[src/rtl/bram_ring_writer.sv]
`default_nettype none
// +--------------------------------------------------------------------------+
// | Module      : bram_ring_writer                                           |
// | Description : Streams source words into a BRAM ring buffer through a    |
// |               single write port, one registered write strobe per        |
// |               accepted word. Tracks the write pointer, counts completed |
// |               frames and flags a sticky overflow when the ring is full. |
// |               A stop request finishes the current frame before the      |
// |               block goes idle.                                           |
// | Ports       : porta_clk/porta_rst  clock, synchronous active-high reset |
// |               ctrl_enable/clear    software run level / status clear    |
// |               s_valid/s_data/s_ready  source handshake                  |
// |               rd_ptr               software read pointer (words)        |
// |               bram_en/we/addr/din  BRAM port-A write strobe            |
// |               wr_ptr/frame_count/overflow/busy  status                 |
// | Revision    : 1.0  initial release                                       |
// +--------------------------------------------------------------------------+
module bram_ring_writer #(
  parameter int ADDR_WIDTH  = 16,
  parameter int DATA_WIDTH  = 32,
  parameter int DEPTH       = 16384,
  parameter int FRAME_WORDS = 32,
  localparam int PW         = $clog2(DEPTH)
) (
  input  logic                  porta_clk,
  input  logic                  porta_rst,
  input  logic                  ctrl_enable,
  input  logic                  ctrl_clear,
  input  logic                  s_valid,
  input  logic [DATA_WIDTH-1:0] s_data,
  output logic                  s_ready,
  input  logic [PW-1:0]         rd_ptr,
  output logic                  bram_en,
  output logic [3:0]            bram_we,
  output logic [ADDR_WIDTH-1:0] bram_addr,
  output logic [DATA_WIDTH-1:0] bram_din,
  output logic [PW-1:0]         wr_ptr,
  output logic [31:0]           frame_count,
  output logic                  overflow,
  output logic                  busy
);

  // Frame counter width; a one-word frame still needs a 1-bit register.
  localparam int WIF_W = (FRAME_WORDS > 1) ? $clog2(FRAME_WORDS) : 1;
  localparam logic [WIF_W-1:0] LAST_WORD = WIF_W'(FRAME_WORDS - 1);

  typedef enum logic [1:0] {
    ST_IDLE  = 2'd0,
    ST_RUN   = 2'd1,
    ST_DRAIN = 2'd2
  } state_t;

  state_t                  r_state;
  state_t                  w_state_nxt;
  logic [PW-1:0]           r_wr_ptr;
  logic [WIF_W-1:0]        r_word_in_frame;
  logic [31:0]             r_frame_count;
  logic                    r_overflow;
  logic                    r_bram_en;
  logic [3:0]              r_bram_we;
  logic [ADDR_WIDTH-1:0]   r_bram_addr;
  logic [DATA_WIDTH-1:0]   r_bram_din;

  logic [PW-1:0]           w_wr_ptr_inc;
  logic                    w_full;
  logic                    w_active;
  logic                    w_ready;
  logic                    w_xfer;
  logic                    w_frame_last;
  logic [WIF_W-1:0]        w_wif_nxt;
  logic                    w_clear;

  // Pointer arithmetic wraps naturally at PW bits because DEPTH is 2**PW.
  // Full compares against the live rd_ptr so a pointer update in the same
  // cycle as a transfer is honoured immediately; one slot stays unused.
  assign w_wr_ptr_inc = r_wr_ptr + PW'(1);
  assign w_full       = (w_wr_ptr_inc == rd_ptr);
  assign w_active     = (r_state != ST_IDLE);
  assign w_ready      = w_active && !w_full;
  assign w_xfer       = s_valid && w_ready;
  assign w_frame_last = (r_word_in_frame == LAST_WORD);
  assign w_wif_nxt    = w_frame_last ? '0 : (r_word_in_frame + WIF_W'(1));
  assign w_clear      = ctrl_clear && (r_state == ST_IDLE);

  always_comb begin
    w_state_nxt = r_state;
    case (r_state)
      ST_IDLE: begin
        if (ctrl_enable) w_state_nxt = ST_RUN;
      end
      ST_RUN: begin
        // Stopping on a frame boundary goes straight to idle; otherwise the
        // partial frame is completed in DRAIN first.
        if (!ctrl_enable) begin
          w_state_nxt = (r_word_in_frame != '0) ? ST_DRAIN : ST_IDLE;
        end
      end
      ST_DRAIN: begin
        // A renewed run request takes precedence over finishing the frame.
        if (ctrl_enable) begin
          w_state_nxt = ST_RUN;
        end else if (w_xfer && w_frame_last) begin
          w_state_nxt = ST_IDLE;
        end
      end
      default: w_state_nxt = ST_IDLE;
    endcase
  end

  always_ff @(posedge porta_clk) begin
    if (porta_rst) begin
      r_state         <= ST_IDLE;
      r_wr_ptr        <= '0;
      r_word_in_frame <= '0;
      r_frame_count   <= '0;
      r_overflow      <= 1'b0;
      r_bram_en       <= 1'b0;
      r_bram_we       <= 4'h0;
      r_bram_addr     <= '0;
      r_bram_din      <= '0;
    end else begin
      r_state   <= w_state_nxt;
      r_bram_en <= w_xfer;
      r_bram_we <= w_xfer ? 4'hF : 4'h0;

      // Address and data only move on a real write so the port holds its
      // last value between strobes.
      if (w_xfer) begin
        r_bram_addr <= ADDR_WIDTH'({r_wr_ptr, 2'b00});
        r_bram_din  <= s_data;
      end

      // Set requires a non-idle state and clear requires idle, so the two
      // never compete in the same cycle.
      if (w_active && s_valid && w_full) begin
        r_overflow <= 1'b1;
      end

      if (w_clear) begin
        r_wr_ptr        <= '0;
        r_word_in_frame <= '0;
        r_frame_count   <= '0;
        r_overflow      <= 1'b0;
      end else if (w_xfer) begin
        r_wr_ptr        <= w_wr_ptr_inc;
        r_word_in_frame <= w_wif_nxt;
        if (w_frame_last) begin
          r_frame_count <= r_frame_count + 32'd1;
        end
      end
    end
  end

  assign s_ready     = w_ready;
  assign bram_en     = r_bram_en;
  assign bram_we     = r_bram_we;
  assign bram_addr   = r_bram_addr;
  assign bram_din    = r_bram_din;
  assign wr_ptr      = r_wr_ptr;
  assign frame_count = r_frame_count;
  assign overflow    = r_overflow;
  assign busy        = w_active;

endmodule
`default_nettype wire

[config.mk]
export PLATFORM = sky130hd
export DESIGN_NAME = bram_ring_writer
export DESIGN_NICKNAME = d
export VERILOG_FILES = /design/src/rtl/bram_ring_writer.sv
export SDC_FILE = /design/constraint.sdc
export NUM_CORES = 1
export LEC_CHECK = 0
export BUFFER_PORTS_ARGS = -buffer_cell sky130_fd_sc_hd__buf_4
export CORE_UTILIZATION = 50
export DETAILED_ROUTE_END_ITERATION = 8
export PLACE_DENSITY = 0.84
export SLEW_MARGIN = 30
export SYNTH_ARGS = -nofsm -noshare
export SYNTH_HDL_FRONTEND = slang
export SYNTH_SLANG_ARGS = --single-unit
[constraint.sdc]
create_clock -name porta_clk -period 4.3 [get_ports porta_clk]
set_input_delay 0.215 -clock porta_clk [delete_from_list [all_inputs] [get_ports porta_clk]]
set_output_delay 0.215 -clock porta_clk [all_outputs]
set_load 0.005 [all_outputs]
==> flow_metrics.tcl, run 1 <==
set metrics [dict create \
    status "finished clean" \
    synth_edf_count 0 \
    synthArstFlopShare_pct 0 \
    drtIter0Drc 200 \
    cts_sinks 101 \
    synthDistinctLibCells 61 \
    vias_per_cell 5.59 \
    die_h_um 102 \
    crit_required_ns 4.60 \
    h-tree-depth 3 \
    clk_latency_ns 0.37 \
    core_mm2 0.00973 \
    drtPass1Iterations 5 \
    rr_startpoint "wr_ptr[2]" \
    tightest_slew_ns 0.928 \
    die_area_mm2 0.0104 \
    fmax_ghz 0.314 \
    cts_hold_buf 0 \
    num_rows 36 \
    peakVddDrop_v 0.000178 \
    num_antenna_cells 0 \
    finalHoldViolations 0 \
    grt.overflow.total 0 \
    grt_pass1_vias 4088 \
    placed_area_mm2 0.00604 \
    cts_tree "done" \
    syn-instance-count 598 \
    layout-drive-gt1-share_pct 31.3 \
    min_path_type "input port to flip-flop" \
    io-pin-count 153 \
    rsz0062_at_grt "no" \
    cts_setup_buffers 0 \
    crit_type "flip-flop to flip-flop" \
    grt_use_total_pct 23.0 \
    p_int_mw 1.22 \
    whs_ns 0.0860 \
    hp-start "s_data[24]" \
    antenna_found_initial 0 \
    io_buffers 150 \
    crit_path_end_kind "flip-flop" \
    drc_errors 0 \
    clockBufferDepth 2 \
    ys_seq_area_share_pct 40.3 \
    leakage_nw 2.31 \
    startpoint "wr_ptr[2]" \
    start_kind "flip-flop" \
    finalSetupViolCount 0 \
    slew_headroom_pct 37.9 \
    cts-root-buf "clkbuf_8" \
    clock_power_share_pct 32.6 \
    area_delta_synth_final_pct 23.8 \
    via_count 4747 \
    pwr-share-seq_pct 58.4 \
    final_nets 768 \
    critPathArrivalTime_ns 3.49 \
    syn_area_mm2 0.00502 \
    grt_pass1_wl_mm 19.3 \
    routabilityCongestion 0.877 \
    post-route-period-util_pct 74.2 \
    wl_per_cell_um 14.6 \
    detailed_place_hpwl_mm 8.70 \
    fp.dieW_um 102 \
    drt_wl_total_mm 12.4 \
    ys_seq_elements 101 \
    report.final.slew_viol_count 0 \
    antenna_left 0 \
    pre_cts_ws_ns 1.17 \
    layout_min_cycle_time_ns 3.19 \
    cp_max_fo 33 \
    clkTransAtPathRegs_ns 0.10 \
    yosys_warnings 0 \
    grt_max_degree 65 \
    design_area_mm2 0.00621 \
    avgSynthCellArea_um2 8.39 \
    numCtsBuffers 9 \
    ctsResizeCount 0 \
    ys.flop_type "dfxtp_1" \
    fin_ws_ns 1.11 \
    p_sw_mw 0.417 \
    max_cap_viol_count 0 \
    tns_ns 0 \
    start_util_pct 51.6 \
    fin_worst_skew_ns 0.0138 \
    power_frac_comb_pct 9.0 \
    powerDensity_mw_per_mm2 263 \
    utilization_pct 63.9 \
    swShare_pct 25.5 \
]
## synthesized netlist by cell type, types with 7 or more instances
master	count	area share (%)
or3_1	8	1.0
inv_1	9	0.67
nand2_2	20	2.5
o31ai_1	20	3.0
a21oi_2	21	3.7
nor2_1	20	1.5
xnor2_1	16	2.8
buf_2	13	1.3
nand3_1	18	1.8
dfxtp_1	101	40
clkbuf_1	21	1.6
o211ai_1	7	1.0
and4_1	9	1.6
or4_1	27	4.0
a21oi_1	67	6.7
buf_4	13	1.9
nand2_1	104	7.8
and3_1	8	1.0
nand4_1	18	2.2
o21ai_0	12	1.2
## power by group through the flow
stage / clock [mW] / combinational [mW] / sequential, mW
floorplan: 0 / 0.0838 / 0.977
global placement: 0 / 0.143 / 0.976
detailed placement: 0 / 0.147 / 0.977
CTS: 0.545 / 0.147 / 0.955
global route: 0.577 / 0.161 / 0.957
finish: 0.534 / 0.148 / 0.955
## worst paths after layout
check	slack, ns	endpoint	cells past startpoint
setup / recovery	1.11	bram_din[9]	8
setup reg to reg	1.11	bram_din[9]	8
hold / removal	0.09	bram_din[24]	3
hold reg to reg	0.46	bram_addr[6]	2
## layer usage
| layer | GRT usage [%] | part of all wire, % | vias to the layer above |
|---|---|---|---|
| li1 | - | - | 2362 |
| met1 | 30.3 | 43 | 2216 |
| met2 | 38.3 | 50 | 145 |
| met3 | 3.35 | 4.9 | 24 |
| met4 | 8.79 | 2.3 | 0 |
| met5 | 0 | 0 | - |
## area by class of cell
class	count	area, um^2
multi-input combinational	437	2670
tap	133	166
sequential	101	2020
fill	843	3520
inverter	9	33.8
clock inverter	6	41.3
timing repair buffer	154	1160
clock buffer	9	124
## logic make-up after synthesis
logic type / synth area share, %
AO/OA/AOI/OAI: 19.0
XOR/XNOR: 4.16
adder cells (fa/ha/maj): 1.25
buffers and inverters: 6.88
flip-flops: 40.3
multiplexers: 0.399
other: 0.0747
AND/OR/NAND/NOR: 27.9
## sequential cells by signal (all words and copies together) (netlist names)
name / cells
bram_addr: 14
bram_din: 32
bram_we: 1
frame_count: 32
overflow: 1
r_state: 2
r_word_in_frame: 5
wr_ptr: 14
## placed cells by master, fill, tap and decap left out, types with 3 or more instances in the layout
cell          n
o21ai_0      12
or3_1         8
buf_4       154
o31ai_1      20
or4_1        27
xnor2_1      16
inv_1         9
nand4_1      18
a211oi_1      5
clkbuf_8      9
nand3_1      18
nor2b_1       4
nor2_1       20
clkinvlp_4    3
nand2_1     104
and3_1        8
dfxtp_1     101
xor2_1        6
ha_1          5
and4_1        9
a21oi_1      65
o211ai_1      7
nand2_2      20
a21oi_2      22
## worst max-delay path, stage by stage, from the launching register on
cell,delay (ns)
dfxtp_1,0.57
nand4_2,0.22
or4_4,0.58
xnor2_2,0.17
and3_1,0.25
a21oi_4,0.60
buf_4,0.45
nand2_1,0.14
a21oi_2,0.14
## stage by stage
| stage | std cells | power, mW |
|---|---|---|
| 6_report | 849 | 1.64 |
| 5_1_grt | 849 | 1.70 |
| 3_5_place_dp | 834 | 1.12 |
| 2_1_floorplan | 599 | 1.06 |
| 3_3_place_gp | 834 | 1.12 |
| 4_1_cts | 849 | 1.65 |
Note: power is estimated with default switching activity, not from simulation.
==> run 2: changes to the inputs <==
==> constraint.sdc (replaced) <==
create_clock -name porta_clk -period 3.13 [get_ports porta_clk]
set_input_delay 0.1565 -clock porta_clk [delete_from_list [all_inputs] [get_ports porta_clk]]
set_output_delay 0.1565 -clock porta_clk [all_outputs]
set_load 0.005 [all_outputs]
==> flow_metrics.tcl, run 2 (synthesis gave the netlist of run 1 again) <==
set metrics [dict create \
    placed_area_mm2 0.00613 \
    start_kind "flip-flop" \
    max_cap_viol_count 0 \
    crit_path_end_kind "flip-flop" \
    detailed_place_hpwl_mm 9.09 \
    layout_min_cycle_time_ns 2.77 \
    cts_hold_buf 0 \
    clockBufferDepth 2 \
    crit_path_end "frame_count[10]" \
    io-pin-count 153 \
    grt_pass1_wl_mm 20.1 \
    clk_latency_ns 0.38 \
    rsz0062_at_grt "no" \
    final_nets 776 \
    crit_required_ns 3.43 \
    report.final.slew_viol_count 0 \
    finalSetupViolCount 0 \
    crit_type "flip-flop to flip-flop" \
    tns_ns 0 \
    leakage_nw 2.37 \
    cts_sinks 101 \
    fin_worst_skew_ns 0.0137 \
    powerDensity_mw_per_mm2 363 \
    critPathArrivalTime_ns 3.08 \
    status "finished clean" \
    io_buffers 150 \
    finalHoldViolations 0 \
    final_common_cell "buf_4" \
    slew_headroom_pct 33.9 \
    fp.dieW_um 102 \
    start_util_pct 51.6 \
    wl_per_cell_um 15.0 \
    grt_use_total_pct 24.1 \
    rr_startpoint "wr_ptr[5]" \
    cts_tree "done" \
    ff2ff_path_depth 8 \
    core_mm2 0.00973 \
    crit_chain "nand4_2 -> or4_4 -> xnor2_2 -> nand3_2 -> o21ai_4 -> buf_12 -> or4_1 -> a21oi_1" \
    layout-drive-gt1-share_pct 31.9 \
    peakVddDrop_v 0.000249 \
    h-tree-depth 3 \
    ctsResizeCount 0 \
    routabilityCongestion 0.875 \
    wl_met2_mm 6.43 \
    wl_met3_um 621 \
    antenna_found_initial 0 \
    rr_endpoint "frame_count[10]" \
    num_antenna_cells 0 \
    min_path_type "input port to flip-flop" \
    die_h_um 102 \
    drtIter0Drc 226 \
    fmax_ghz 0.360 \
    most-common-layout-cells "buf_4 (160), nand2_1 (104), dfxtp_1 (101)" \
    cp_slowest_stage_delay_ns 0.58 \
    fin_ws_ns 0.355 \
    area_delta_synth_final_pct 25.6 \
    via_count 4869 \
    vias_per_cell 5.67 \
    startpoint "wr_ptr[5]" \
    numCtsBuffers 9 \
    antenna_left 0 \
    whs_ns 0.0132 \
    drtPass1Iterations 4 \
    wl_met1_mm 5.56 \
    cts_setup_buffers 0 \
    nFillCells 849 \
    cts-root-buf "clkbuf_8" \
    die_area_mm2 0.0104 \
    num_rows 36 \
    utilization_pct 64.8 \
    grt_max_degree 62 \
    pre_cts_ws_ns 0.404 \
    highest_layer "met4" \
    post-route-period-util_pct 88.7 \
    cp_max_fo 61 \
    grt_pass1_vias 4370 \
    tightest_slew_ns 0.992 \
    grt.overflow.total 0 \
    design_area_mm2 0.00630 \
    clkTransAtPathRegs_ns 0.10 \
    slowest_stage "dfxtp_1" \
    drt_wl_total_mm 12.9 \
    r2r_setup_slack_ns 0.36 \
    drc_errors 0 \
]
==> run 2: cell types whose count changed in the layout (fill, tap and decap cells not counted) <==
| cell | previous run | this run |
|---|---|---|
| clkbuf_1 | 0 | 1 |
| a21oi_2 | 22 | 21 |
| a21oi_1 | 65 | 66 |
| buf_12 | 0 | 2 |
| buf_4 | 154 | 160 |
| clkinvlp_4 | 3 | 2 |
| clkinv_2 | 2 | 1 |
| inv_6 | 0 | 2 |
==> run 2: how the worst min path moves through the flow <==
stage / from / end / slack, ns / cells after the start
2_1_floorplan: ctrl_enable / r_state[0] / 0.28 / 2
3_3_place_gp: s_data[27] / bram_din[27] / 0.40 / 3
3_5_place_dp: ctrl_enable / r_state[0] / 0.42 / 3
4_1_cts: s_data[3] / bram_din[3] / 0.004 / 3
5_1_grt: s_data[3] / bram_din[3] / 0.008 / 3
6_report: s_data[2] / bram_din[2] / 0.01 / 3
==> run 2: power breakdown <==
part           switching, mW  leakage, nW  internal (mW)  total (mW)
sequential            0.0110        0.816           1.30        1.31
combinational          0.113         1.47         0.0990       0.212
clock                  0.470       0.0833          0.295       0.765
total                  0.594         2.37           1.69        2.29
==> run 2: layer usage <==
metal / vias to the layer above / global-route usage, %
met5: - / 0
met4: 0 / 9.34
met3: 22 / 4.65
met2: 143 / 40.0
met1: 2330 / 31.0
li1: 2374 / -
==> run 2: critical path: cells and delay by family, from the launching register on <==
family / cells / cell delay [ns]
buffers and inverters: 1 / 0.22
flip-flops: 1 / 0.58
AO/OA/AOI/OAI: 2 / 0.28
XOR/XNOR: 1 / 0.17
AND/OR/NAND/NOR: 4 / 1.45
==> run 2: stage by stage <==
step | std cells | power [mW]
CTS | 858 | 2.31
floorplan | 599 | 1.46
global route | 858 | 2.36
global placement | 842 | 1.55
detailed placement | 842 | 1.55
finish | 858 | 2.29
==> run 2: final cells by class <==
cell class                 instances  area (um^2)  area share (%)
clock buffer                      10          128            2.02
inverter                           9         33.8           0.536
tap                              133          166            2.64
clock inverter                     6         46.3           0.734
multi-input combinational        437         2670            42.3
sequential                       101         2020            32.1
timing repair buffer             162         1240            19.7
